$ cat src/rtl/regfile_write_arbiter.sv
// rtl/regfile_write_arbiter.sv - two-requester write-port arbiter with holding buffers
// Round-robin with age override for same-address pairs, registered WE3/A3/WD3 stage.
module regfile_write_arbiter #(
  parameter int DATA_W = 32,
  parameter int ADDR_W = 5
) (
  input  logic              CLK,
  input  logic              RST,
  input  logic              req0_valid,
  output logic              req0_ready,
  input  logic [ADDR_W-1:0] req0_addr,
  input  logic [DATA_W-1:0] req0_data,
  input  logic              req1_valid,
  output logic              req1_ready,
  input  logic [ADDR_W-1:0] req1_addr,
  input  logic [DATA_W-1:0] req1_data,
  output logic              WE3,
  output logic [ADDR_W-1:0] A3,
  output logic [DATA_W-1:0] WD3,
  output logic              grant_id,
  input  logic [ADDR_W-1:0] A1,
  input  logic [ADDR_W-1:0] A2,
  output logic              rd_stall
);

  logic              full0_q, full0_d, full1_q, full1_d;
  logic [ADDR_W-1:0] addr0_q, addr0_d, addr1_q, addr1_d;
  logic [DATA_W-1:0] data0_q, data0_d, data1_q, data1_d;
  logic              prio_q, prio_d, old_q, old_d;
  logic              we3_q, we3_d, gid_q, gid_d;
  logic [ADDR_W-1:0] a3_q, a3_d;
  logic [DATA_W-1:0] wd3_q, wd3_d;
  logic              grant0, grant1, winner, xfer0, xfer1;

  always_comb begin
    grant0 = 1'b0;
    grant1 = 1'b0;
    winner = 1'b0;
    if (full0_q && full1_q) begin
      winner = (addr0_q == addr1_q) ? old_q : prio_q;
      grant0 = ~winner;
      grant1 = winner;
    end else begin
      grant0 = full0_q;
      grant1 = full1_q;
    end
  end

  assign req0_ready = ~RST & (~full0_q | grant0);
  assign req1_ready = ~RST & (~full1_q | grant1);
  assign xfer0      = req0_valid & req0_ready;
  assign xfer1      = req1_valid & req1_ready;

  always_comb begin
    full0_d = xfer0 | (full0_q & ~grant0);
    full1_d = xfer1 | (full1_q & ~grant1);
    addr0_d = xfer0 ? req0_addr : addr0_q;
    data0_d = xfer0 ? req0_data : data0_q;
    addr1_d = xfer1 ? req1_addr : addr1_q;
    data1_d = xfer1 ? req1_data : data1_q;
    prio_d  = (grant0 | grant1) ? grant0 : prio_q;
    // Entries loaded together have no age order; copying the next prio makes old defer to it.
    if (xfer0 && xfer1)
      old_d = prio_d;
    else if (xfer0 && full1_q && !grant1)
      old_d = 1'b1;
    else if (xfer1 && full0_q && !grant0)
      old_d = 1'b0;
    else
      old_d = old_q;
    we3_d = grant0 | grant1;
    a3_d  = grant0 ? addr0_q : (grant1 ? addr1_q : a3_q);
    wd3_d = grant0 ? data0_q : (grant1 ? data1_q : wd3_q);
    gid_d = grant1 ? 1'b1 : (grant0 ? 1'b0 : gid_q);
  end

  always_ff @(posedge CLK) begin
    if (RST) begin
      full0_q <= 1'b0;
      full1_q <= 1'b0;
      addr0_q <= '0;
      data0_q <= '0;
      addr1_q <= '0;
      data1_q <= '0;
      prio_q  <= 1'b0;
      old_q   <= 1'b0;
      we3_q   <= 1'b0;
      a3_q    <= '0;
      wd3_q   <= '0;
      gid_q   <= 1'b0;
    end else begin
      full0_q <= full0_d;
      full1_q <= full1_d;
      addr0_q <= addr0_d;
      data0_q <= data0_d;
      addr1_q <= addr1_d;
      data1_q <= data1_d;
      prio_q  <= prio_d;
      old_q   <= old_d;
      we3_q   <= we3_d;
      a3_q    <= a3_d;
      wd3_q   <= wd3_d;
      gid_q   <= gid_d;
    end
  end

  assign WE3      = we3_q;
  assign A3       = a3_q;
  assign WD3      = wd3_q;
  assign grant_id = gid_q;

  assign rd_stall = (full0_q & (A1 == addr0_q)) | (full1_q & (A1 == addr1_q)) | (we3_q & (A1 == a3_q)) |
                    (full0_q & (A2 == addr0_q)) | (full1_q & (A2 == addr1_q)) | (we3_q & (A2 == a3_q));

endmodule

$ cat config.mk
export PLATFORM = sky130hd
export DESIGN_NAME = regfile_write_arbiter
export DESIGN_NICKNAME = d
export VERILOG_FILES = /design/src/rtl/regfile_write_arbiter.sv
export SDC_FILE = /design/constraint.sdc
export NUM_CORES = 1
export LEC_CHECK = 0
export BUFFER_PORTS_ARGS = -buffer_cell sky130_fd_sc_hd__clkbuf_2
export CAP_MARGIN = 20
export CORE_AREA = 5 5 105 107
export DETAILED_ROUTE_END_ITERATION = 12
export DIE_AREA = 0 0 110 112
export GPL_TIMING_DRIVEN = 0
export HOLD_SLACK_MARGIN = 0.02
export PLACE_DENSITY = 0.83
export SYNTH_ARGS = -nofsm -noshare
export SYNTH_HDL_FRONTEND = slang
export SYNTH_SLANG_ARGS = --single-unit
$ cat constraint.sdc
create_clock -name CLK -period 5.5 [get_ports CLK]
set_clock_uncertainty 0.1 [all_clocks]
set_input_delay 1.1 -clock CLK [delete_from_list [all_inputs] [get_ports CLK]]
set_output_delay 1.1 -clock CLK [all_outputs]
set_load 0.05 [all_outputs]
## Word level (Yosys, flattened, before mapping)

Index checks and enable logic that the tools add are counted.

- Reductions and logical operators: 10
- Bitwise gates (word level): 28
- Multiplexer cells: 13
- Eq/ne operators: 7

Operators by type and width:

| kind | count |
|---|---|
| 32-bit two-way mux | 2 |
| 5-bit equality test | 7 |
| 1-bit bitwise AND | 12 |
| 5-bit two-way mux | 2 |
| 1-bit bitwise OR | 10 |
| 1-bit two-way mux | 9 |
| 1-bit logical AND | 6 |
| 1-bit NOT | 6 |
| 3-bit nonzero test | 1 |
| 1-bit logical NOT | 2 |
| 2-bit nonzero test | 1 |

- Output and inout bits: 42
- Logic and storage cells: 70
- Register bits: 117

## Logic depth before layout (Yosys ltp)

- Word-level depth: 11
- Gate-level depth with buffers: 10

## Worst setup path before layout

OpenSTA, ideal clock, no wires.

- Path kind: input -> output
- From: input port RST
- To: output port req1_ready
- Stages on the path: 3
- Data required time: 4.300 ns
- Arrival time: 2.588 ns
- Buffers on the path: 2
- Slack: 1.712 ns
- Path through: clkbuf_1 > clkbuf_1 > nor3_1

- Word-level cells in the longest chain between the ends: 2

RTL lines:

| element | line | source |
|---|---|---|
| start, declared | 8 | `input logic RST,` |
| 1-bit NOT | 50 | `assign req1_ready = ~RST & (~full1_q \| grant1);` |
| 1-bit bitwise AND | 50 |  |
| end, declared | 14 | `output logic req1_ready,` |

Every way passes these cells.

## Worst setup path after layout

- From: register full0_q
- To: output port req1_ready

- Word-level cells in the longest chain between the ends: 4

RTL lines:

| element | line | source |
|---|---|---|
| start, declared | 26 | `logic full0_q, full0_d, full1_q, full1_d;` |
| start signal, assigned | 92 | `full0_q <= full0_d;` |
| 1-bit logical AND | 39 | `if (full0_q && full1_q) begin` |
| 1-bit two-way mux | 39 |  |
| 1-bit bitwise OR | 50 |  |
| 1-bit bitwise AND | 50 |  |

Every way passes these cells.

==> impl_metrics.tcl <==
set metrics [dict create \
    core_region_area_um2 10000 \
    synthToLayoutAreaGrowth_pct 24.8 \
    synth_cell_types 35 \
    synth_top_area_cell "dfxtp_1" \
    fin_ws_ns 1.65 \
    finalCritPeriodShare 0.700 \
    ys_ff_latch 117 \
    num_vias 5428 \
    path_clk_slew_ns 0.05 \
    root_buffer "clkbuf_8" \
    power_mw 2.34 \
    final.min_clock_period_ns 3.85 \
    crit_chain "buf_2 > nand2_1 > clkbuf_1 > a211oi_2 > buf_4 > buf_4 > nor3_1 > clkbuf_2" \
    globalRouteOverflowTotal 0 \
    layout_commonest_cell "clkbuf_2" \
    cp_max_fo 10 \
    slew-limit-headroom 0.511 \
    cp_common_cell "buf_4" \
    drc 0 \
    cp_data_arrival_time_ns 2.65 \
    routed_wl_mm 16.2 \
    wl_met1_mm 6.71 \
    cts.sinks 117 \
    num-nets-final 854 \
    syn_nets 706 \
    status "finished clean" \
    crit_slowest_cell "clkbuf_1" \
    worst_pin_slew_ns 0.727 \
    tritoncts "yes" \
    yosys.area.top_type_share 0.419 \
    avgSynthCellArea_um2 9.04 \
    htreeDepth 4 \
    maxSlewViolCount 0 \
    yosysWarnings 0 \
    critical_path_required_ns 4.30 \
    max_freq_mhz 260 \
    cts_resized 0 \
    hold_viol 0 \
    p_per_area_nw_per_um2 337 \
    critPathKind "reg -> out" \
    rsz0062_at_grt "false" \
    pre_cts_slack_ns 1.85 \
    antenna_cells 0 \
    peakVddDrop_v 0.000208 \
    wl_met2_mm 7.79 \
    cts-buffers-inserted 17 \
    post_cts_buffers 0 \
    die_h_um 112 \
    critPathMaxStageDelay_ns 0.40 \
    grt_max_degree 17 \
    dr.first_iter.drc_count 433 \
    top_layer "met4" \
    track_usage 0.268 \
    fillerInstances 795 \
    wl_met3_mm 1.48 \
    layout-drive-gt1-share 0.262 \
    setup_violations 0 \
    dp_hpwl_mm 11.5 \
    min_path_type "reg -> reg" \
    port_buffers 128 \
    end_kind "output port" \
    grt_pass1_vias 5374 \
    tns_ns 0 \
    drv_cap 0 \
    crit_family "buffers and inverters" \
    p_leak_nw 2.93 \
    grt_pass1_wl_mm 26.3 \
    ys_seq_area_frac 0.419 \
    antenna_found_initial 0 \
    vias_per_cell 5.95 \
    syn_area_um2 5590 \
    worstSetupStartpointType "flip-flop" \
    ctsLongestPathBuffers 2 \
    postCtsHoldBufs 0 \
    gp_congestion 0.852 \
    syn_inst 618 \
    final_cell_mix "128 x clkbuf_2, 117 x dfxtp_1, 75 x nand2_1, 64 x o211ai_1, 43 x nor2_1" \
    clk_latency_ns 0.52 \
    path_buf_inv 5 \
    die-area_um2 12300 \
    drtPass1Iterations 6 \
    antenna_left 0 \
    initial_core_util 0.556 \
    synthTopCellsByArea "dfxtp_1 42%, o211ai_1 8.6%, mux2i_1 6.8%" \
    io_pins 130 \
    std_cell_rows 37 \
    detail_route.wl_per_cell_um 17.8 \
    die_x_um 110 \
]
worst reg2reg max path, stage by stage (launching register included):
cell and delay [ns]:
dfxtp_1 0.29, buf_2 0.17, nand2_1 0.21, and4bb_1 0.28, a2111oi_4 0.46, buf_6 0.27
buf_12 0.17, mux2i_1 0.22, nor2_1 0.07
power by group:
part / leakage, nW / internal, mW / switching (mW) / total, mW
Sequential: 0.960 / 0.897 / 0.0294 / 0.927
Combinational: 1.69 / 0.126 / 0.234 / 0.361
Clock: 0.280 / 0.695 / 0.362 / 1.06
metrics by stage:
step                 util  cell area (um^2)  std cells  hold slack, ns
finish              0.694              6970        912           0.368
global route        0.694              6970        912           0.388
CTS                 0.694              6970        912           0.371
detailed placement  0.637              6400        883           0.361
global placement    0.637              6400        882           0.353
floorplan               -              5590        618           0.349
state kept, by name (all words and copies together), names as in the netlist:
signal / cells
A3: 5
WD3: 32
WE3: 1
addr0_q: 5
addr1_q: 5
data0_q: 32
data1_q: 32
full0_q: 1
full1_q: 1
grant_id: 1
old_q: 1
prio_q: 1
layout make-up:
class                           count  area [um^2]  share of cell area
Buffer                             77          415              0.0596
Clock buffer                       25          494              0.0709
Clock inverter                      4         70.1              0.0101
Inverter                            4         15.0             0.00215
Multi-Input combinational cell    420         2810               0.404
Sequential cell                   117         2340               0.336
Tap cell                          136          170              0.0244
Timing Repair Buffer              129          648              0.0930
synthesized netlist by cell type:
cell and number:
o311ai_0 8, nor3_1 11, or2_1 1, xnor2_1 23
xor2_1 12, a2111oi_4 1, clkbuf_1 39, a31oi_1 2
a21boi_2 1, a211oi_2 1, buf_1 3, buf_4 11
a21oi_1 40, nand2b_1 2, o21ai_0 4, o211ai_2 10
and3_1 3, mux2i_1 38, buf_2 18, and4bb_1 1
o221a_1 1, nand2_1 75, dfxtp_1 117, inv_1 4
and2_1 2, buf_12 2, o311ai_1 29, o31a_1 1
nor2_1 43, o211ai_1 64, buf_6 4, nand3_1 8
nand4_1 1, o31ai_1 37, o21bai_1 1
final timing paths:
| kind | to | cells after the start | slack (ns) | from |
|---|---|---|---|---|
| max | req1_ready | 8 | 1.65 | full0_q$_SDFF_PP0_ |
| min | WD3[25]$_SDFFE_PP0P_ | 2 | 0.37 | WD3[25]$_SDFFE_PP0P_ |
| max reg2reg | data0_q[27]$_SDFFE_PP0P_ | 8 | 3.13 | full0_q$_SDFF_PP0_ |
| min reg2reg | WD3[25]$_SDFFE_PP0P_ | 2 | 0.37 | WD3[25]$_SDFFE_PP0P_ |
cell families after synthesis:
family	count (synthesis)	synth area share
AO/OA/AOI/OAI	200	0.272
AND/OR/NAND/NOR	147	0.109
flip-flops	117	0.419
buffers and inverters	81	0.0771
multiplexers	38	0.0681
XOR/XNOR	35	0.0549
metal layers:
metal / track usage / up-vias
met4: 0.0931 / 0
li1: - / 2561
met5: 0 / -
met2: 0.425 / 260
met3: 0.0771 / 27
met1: 0.347 / 2580
(Power assumes the default switching activity.)
